===== src/rtl/counter_prog_pkg.sv =====
// Shared types for the programmable terminal-count counter:
// count-mode encoding and the RUN/HALT control-state encoding.
package counter_prog_pkg;

    typedef enum logic [1:0] {
        MODE_FREE    = 2'b00,
        MODE_MODULO  = 2'b01,
        MODE_ONESHOT = 2'b10,
        MODE_RSVD    = 2'b11
    } mode_e;

    typedef enum logic {
        ST_RUN  = 1'b0,
        ST_HALT = 1'b1
    } state_e;

endpackage : counter_prog_pkg


===== src/rtl/counter_prescaler.sv =====
// Enable prescaler: counts enabled cycles and raises tick on the cycle where
// the count equals div, then restarts from zero. div = 0 ticks on every
// enabled cycle. Holds while en is low; clr restarts the period.
module counter_prescaler #(
    parameter int PRESC_W = 4
) (
    input  logic               clk,
    input  logic               rst,
    input  logic               clr,
    input  logic               en,
    input  logic [PRESC_W-1:0] div,
    output logic               tick
);

    logic [PRESC_W-1:0] presc_r;
    logic               at_div_s;

    assign at_div_s = (presc_r == div);
    assign tick     = en && at_div_s;

    // Prescale count: restart on clr or on a tick, advance on enabled cycles.
    always_ff @(posedge clk or posedge rst) begin
        if (rst) begin
            presc_r <= {PRESC_W{1'b0}};
        end else if (clr) begin
            presc_r <= {PRESC_W{1'b0}};
        end else if (en) begin
            if (at_div_s) begin
                presc_r <= {PRESC_W{1'b0}};
            end else begin
                presc_r <= presc_r + {{(PRESC_W-1){1'b0}}, 1'b1};
            end
        end else begin
            presc_r <= presc_r;
        end
    end

endmodule : counter_prescaler


===== src/rtl/counter_prog_tc.sv =====
// Up/down counter with synchronous load, programmable terminal value and
// FREE / MODULO / ONESHOT modes. Registered terminal-count pulse and sticky
// one-shot done flag; q is forced to zero when oe is low.
// Optional build macro: CTR_PRESCALE_EN adds an enable prescaler so the
// counter steps once per presc_div+1 enabled cycles.
module counter_prog_tc
    import counter_prog_pkg::*;
#(
    parameter int WIDTH   = 8,
    parameter int PRESC_W = 4
) (
    input  logic               clk,
    input  logic               rst,
    input  logic               en,
    input  logic               load,
    input  logic [WIDTH-1:0]   load_val,
    input  logic               up_dn,
    input  logic [1:0]         mode,
    input  logic [WIDTH-1:0]   tc_val,
    input  logic [PRESC_W-1:0] presc_div,
    input  logic               oe,
    output logic [WIDTH-1:0]   q,
    output logic               tc_pulse,
    output logic               done
);

    localparam logic [WIDTH-1:0] CNT_ZERO = {WIDTH{1'b0}};
    localparam logic [WIDTH-1:0] CNT_ONES = {WIDTH{1'b1}};
    localparam logic [WIDTH-1:0] CNT_ONE  = {{(WIDTH-1){1'b0}}, 1'b1};

    logic [WIDTH-1:0] cnt_r;
    state_e           state_r;
    logic             done_r;
    logic             tc_pulse_r;

    logic [WIDTH-1:0] cnt_nxt_s;
    state_e           state_nxt_s;
    logic             done_nxt_s;
    logic             tc_nxt_s;

    mode_e            mode_s;
    logic [WIDTH-1:0] lim_s;
    logic             at_tc_s;
    logic             run_s;
    logic             step_s;

    assign mode_s = mode_e'(mode);
    assign run_s  = (state_r == ST_RUN);

`ifdef CTR_PRESCALE_EN
    logic tick_s;

    counter_prescaler #(
        .PRESC_W (PRESC_W)
    ) u_prescaler (
        .clk  (clk),
        .rst  (rst),
        .clr  (load),
        .en   (en && run_s),
        .div  (presc_div),
        .tick (tick_s)
    );

    assign step_s = en && run_s && tick_s;
`else
    logic unused_s;

    assign unused_s = ^presc_div;
    assign step_s   = en && run_s;
`endif

    // Upper limit for up-counting: full range in FREE/reserved, tc_val otherwise.
    always_comb begin
        lim_s = CNT_ONES;
        case (mode_s)
            MODE_MODULO:  lim_s = tc_val;
            MODE_ONESHOT: lim_s = tc_val;
            default:      lim_s = CNT_ONES;
        endcase
    end

    // Terminal detect is pure equality so an out-of-range count simply runs past.
    always_comb begin
        if (up_dn) begin
            at_tc_s = (cnt_r == lim_s);
        end else begin
            at_tc_s = (cnt_r == CNT_ZERO);
        end
    end

    // Next-state decode with priority load > step > hold.
    always_comb begin
        cnt_nxt_s   = cnt_r;
        state_nxt_s = state_r;
        done_nxt_s  = done_r;
        tc_nxt_s    = 1'b0;
        if (load) begin
            cnt_nxt_s   = load_val;
            state_nxt_s = ST_RUN;
            done_nxt_s  = 1'b0;
        end else if (step_s) begin
            if (at_tc_s) begin
                tc_nxt_s = 1'b1;
                case (mode_s)
                    MODE_ONESHOT: begin
                        cnt_nxt_s   = cnt_r;
                        state_nxt_s = ST_HALT;
                        done_nxt_s  = 1'b1;
                    end
                    MODE_MODULO: begin
                        cnt_nxt_s = up_dn ? CNT_ZERO : tc_val;
                    end
                    default: begin
                        cnt_nxt_s = up_dn ? CNT_ZERO : CNT_ONES;
                    end
                endcase
            end else if (up_dn) begin
                cnt_nxt_s = cnt_r + CNT_ONE;
            end else begin
                cnt_nxt_s = cnt_r - CNT_ONE;
            end
        end else begin
            cnt_nxt_s = cnt_r;
        end
    end

    // Control FSM and registered count/flag outputs.
    always_ff @(posedge clk or posedge rst) begin
        if (rst) begin
            cnt_r      <= CNT_ZERO;
            state_r    <= ST_RUN;
            done_r     <= 1'b0;
            tc_pulse_r <= 1'b0;
        end else begin
            cnt_r      <= cnt_nxt_s;
            state_r    <= state_nxt_s;
            done_r     <= done_nxt_s;
            tc_pulse_r <= tc_nxt_s;
        end
    end

    assign q        = oe ? cnt_r : CNT_ZERO;
    assign tc_pulse = tc_pulse_r;
    assign done     = done_r;

endmodule : counter_prog_tc

===== config.mk =====
export PLATFORM = sky130hd
export DESIGN_NAME = counter_prog_tc
export DESIGN_NICKNAME = d
export VERILOG_FILES = /design/src/rtl/counter_prog_pkg.sv /design/src/rtl/counter_prescaler.sv /design/src/rtl/counter_prog_tc.sv
export SDC_FILE = /design/constraint.sdc
export NUM_CORES = 1
export LEC_CHECK = 0
export CORE_MARGIN = 5
export CORE_UTILIZATION = 52
export CTS_BUF_LIST = sky130_fd_sc_hd__clkbuf_4
export CTS_CLUSTER_SIZE = 8
export DETAILED_ROUTE_END_ITERATION = 10
export PLACE_DENSITY = 0.87
export SETUP_SLACK_MARGIN = 0.1
export SLEW_MARGIN = 20
export SYNTH_ARGS = -nofsm -noshare
export SYNTH_HDL_FRONTEND = slang
export SYNTH_SLANG_ARGS = --single-unit

===== constraint.sdc =====
create_clock -name clk -period 5.7 [get_ports clk]
set_clock_uncertainty 0.15 [all_clocks]
set_input_delay 0.57 -clock clk [delete_from_list [all_inputs] [get_ports clk]]
set_output_delay 0.57 -clock clk [all_outputs]
set_load 0.005 [all_outputs]

==> qor.csv <==
metric,value,unit
outcome,completed,
post-cts-setup-buffers,0,
antennaDiodeCount,0,
ant_nets,0,
dr_total_vias,1224,
synthArstFlopShare,1.00,
initial_core_util,0.544,
path_clk_slew,0.07,ns
worst_setup_path_start_kind,input port,
routabilityCongestion,0.852,
dr.first_iter.drc_count,32,
clk_latency,0.27,ns
cts_tree,done,
synth-simple-area-share,0.302,
h-tree-depth,1,
fmax,0.320,GHz
crit_type,input port to flip-flop,
reg2reg_depth,6,
cts-root-buf,clkbuf_4,
setup_tns,0,ns
synth.avg_cell_area,7.87,um^2
period_share,0.548,
row_count,17,
cts_resized,0,
ys_seq_area_frac,0.208,
dieWidth,58.1,um
drc,0,
syn_area,1200,um^2
synth_largest_area_cell,dfrtp_1,
postLayoutCoreUtil,0.704,
clock_sinks,10,
grt_max_degree,18,
mappedNetlistNets,190,
power.total,0.301,mW
tightest_slew,0.531,ns
worstPathArrival,3.13,ns
relSlewSlack,0.645,
end_kind,flip-flop,
setup_viol,0,
cts_buffers,3,
irDropWorstVdd,0.000179,V
synth_area_leaders,"dfrtp_1 21%, ha_1 8.3%, and2_1 5.2%",
synth_edf_count,0,
synth_cell_types,41,
synth_top_family_by_area,simple AND/OR/NAND/NOR gates,
cap_viol_max_count,0,
cts_hold_buffers,0,
syn_to_final_growth,29.3,%
r2r-start,cnt_r[6],
antenna_found_initial,0,
synthFlopType,dfrtp_1,
nets,221,
reg2reg_to,cnt_r[1],
pin_count,38,
firstDrtPassIters,4,
synthAdderAreaFrac,0.0998,
cpPeakStageDelay,0.48,ns
finalHoldViolCount,0,
rsz0062_at_grt,false,
min_period,3.12,ns
drv_slew,0,
ys_warn_count,0,
wl_per_cell,15.2,um
slowest_stage,clkdlybuf4s50_1,
power.density,193,nW/um^2
synth_compound_area_frac,0.263,
routed_wl,3210,um
viasPerCell,5.80,
reg2reg_slack,3.42,ns
io_buffers,33,
synth_most_common_cell,nor2_1,
grt_use_total,0.195,
ys_ff_latch,10,
yosysTopAreaCellShare,0.208,
leakage,0.636,nW
clockBufferDepth,2,
die_h,58.1,um
worstHoldPathType,input port to async pin,
crit_fanout,11,
synth_common_cells,"14 x nor2_1, 11 x inv_1, 10 x and2_1, 10 x dfrtp_1, 9 x nand2_1",
dieArea,3380,um^2
drive_above_1_share,0.0546,
synth-xor-area-share,0.0509,
core_region_area,2210,um^2
crit_required,5.71,ns
synth_cells,153,
grt_pass1_vias,1200,
overflow,0,
synth_mux_area_frac,0.00936,
dp_hpwl,2560,um
path_cells,"clkdlybuf4s50_1, inv_1, ha_1, nor3_1, o22ai_1, a2111oi_4, a21boi_2, and2_4, a221o_1",
grt_pass1_wl,5240,um
[worst max-delay path: cells and delay by family]
kind                     cells  cell delay [ns]
adder cells (fa/ha/maj)      1             0.46
AO/OA/AOI/OAI                4             1.10
AND/OR/NAND/NOR              2             0.46
buffers and inverters        2             0.53
[per-layer routing]
metal / vias to the layer above / GRT usage / wire [um]
li1: 609 / - / -
met3: 2 / 0.0557 / 217
met5: - / 0 / 0
met1: 569 / 0.248 / 1420
met4: 0 / 0.0298 / 14
met2: 44 / 0.332 / 1560
[worst max-delay path by stage]
stage	start	end	slack [ns]	cells after the start
after floorplan	mode[0]	cnt_r[1]	3.24	9
after global placement	mode[0]	cnt_r[1]	2.40	9
after detailed placement	mode[0]	cnt_r[1]	2.32	9
after CTS	mode[0]	cnt_r[1]	2.60	9
after global routing	mode[0]	cnt_r[1]	2.41	9
final	mode[0]	cnt_r[1]	2.58	9
[power breakdown]
group / switching, mW / internal, mW / total (mW)
sequential: 0.0233 / 0.0802 / 0.104
clock: 0.0272 / 0.0254 / 0.0526
combinational: 0.0673 / 0.0774 / 0.145
total: 0.118 / 0.183 / 0.301
[cell families (layout without fill, tap and decap cells)]
| family | Yosys count | count (layout) |
|---|---|---|
| flip-flops | 10 | 10 |
| XOR/XNOR | 7 | 7 |
| adder cells (fa/ha/maj) | 9 | 9 |
| AND/OR/NAND/NOR | 66 | 66 |
| multiplexers | 1 | 1 |
| buffers and inverters | 18 | 48 |
| AO/OA/AOI/OAI | 42 | 42 |
[stage by stage]
step | hold WS, ns | worst slack [ns] | std cells | cell area, um^2
after global placement | 0.388 | 2.40 | 207 | 1530
final | 0.415 | 2.58 | 211 | 1560
after CTS | 0.423 | 2.60 | 211 | 1560
after floorplan | 0.260 | 3.24 | 153 | 1200
after detailed placement | 0.400 | 2.32 | 207 | 1530
after global routing | 0.448 | 2.41 | 211 | 1560
[cells in the final DEF, fill, tap and decap left out, drive strengths merged, types with 4 or more instances in the layout]
| master | Yosys | layout |
|---|---|---|
| clkdlybuf4s50 | 0 | 33 |
| nor2 | 15 | 15 |
| inv | 11 | 11 |
| and2 | 11 | 11 |
| dfrtp | 10 | 10 |
| nand2 | 9 | 9 |
| a21oi | 8 | 8 |
| nor2b | 8 | 8 |
| ha | 8 | 8 |
| o21ai | 7 | 7 |
| nand3 | 6 | 6 |
| nor3 | 5 | 5 |
| nand3b | 5 | 5 |
| xnor2 | 4 | 4 |
| nand2b | 4 | 4 |
[state kept, by name, indices dropped and copies added (netlist names)]
name / flops
cnt_r: 8
tc_pulse: 1
done: 1
[layout make-up]
| class | count | area [um^2] |
|---|---|---|
| clock buffers | 3 | 22.5 |
| clock inverters | 1 | 3.75 |
| fillers | 187 | 656 |
| inverters | 11 | 41.3 |
| multi-input cells | 125 | 873 |
| flip-flops and latches | 10 | 250 |
| well taps | 28 | 35.0 |
| repair buffers | 33 | 330 |
Note: power is estimated with default switching activity, not from simulation.
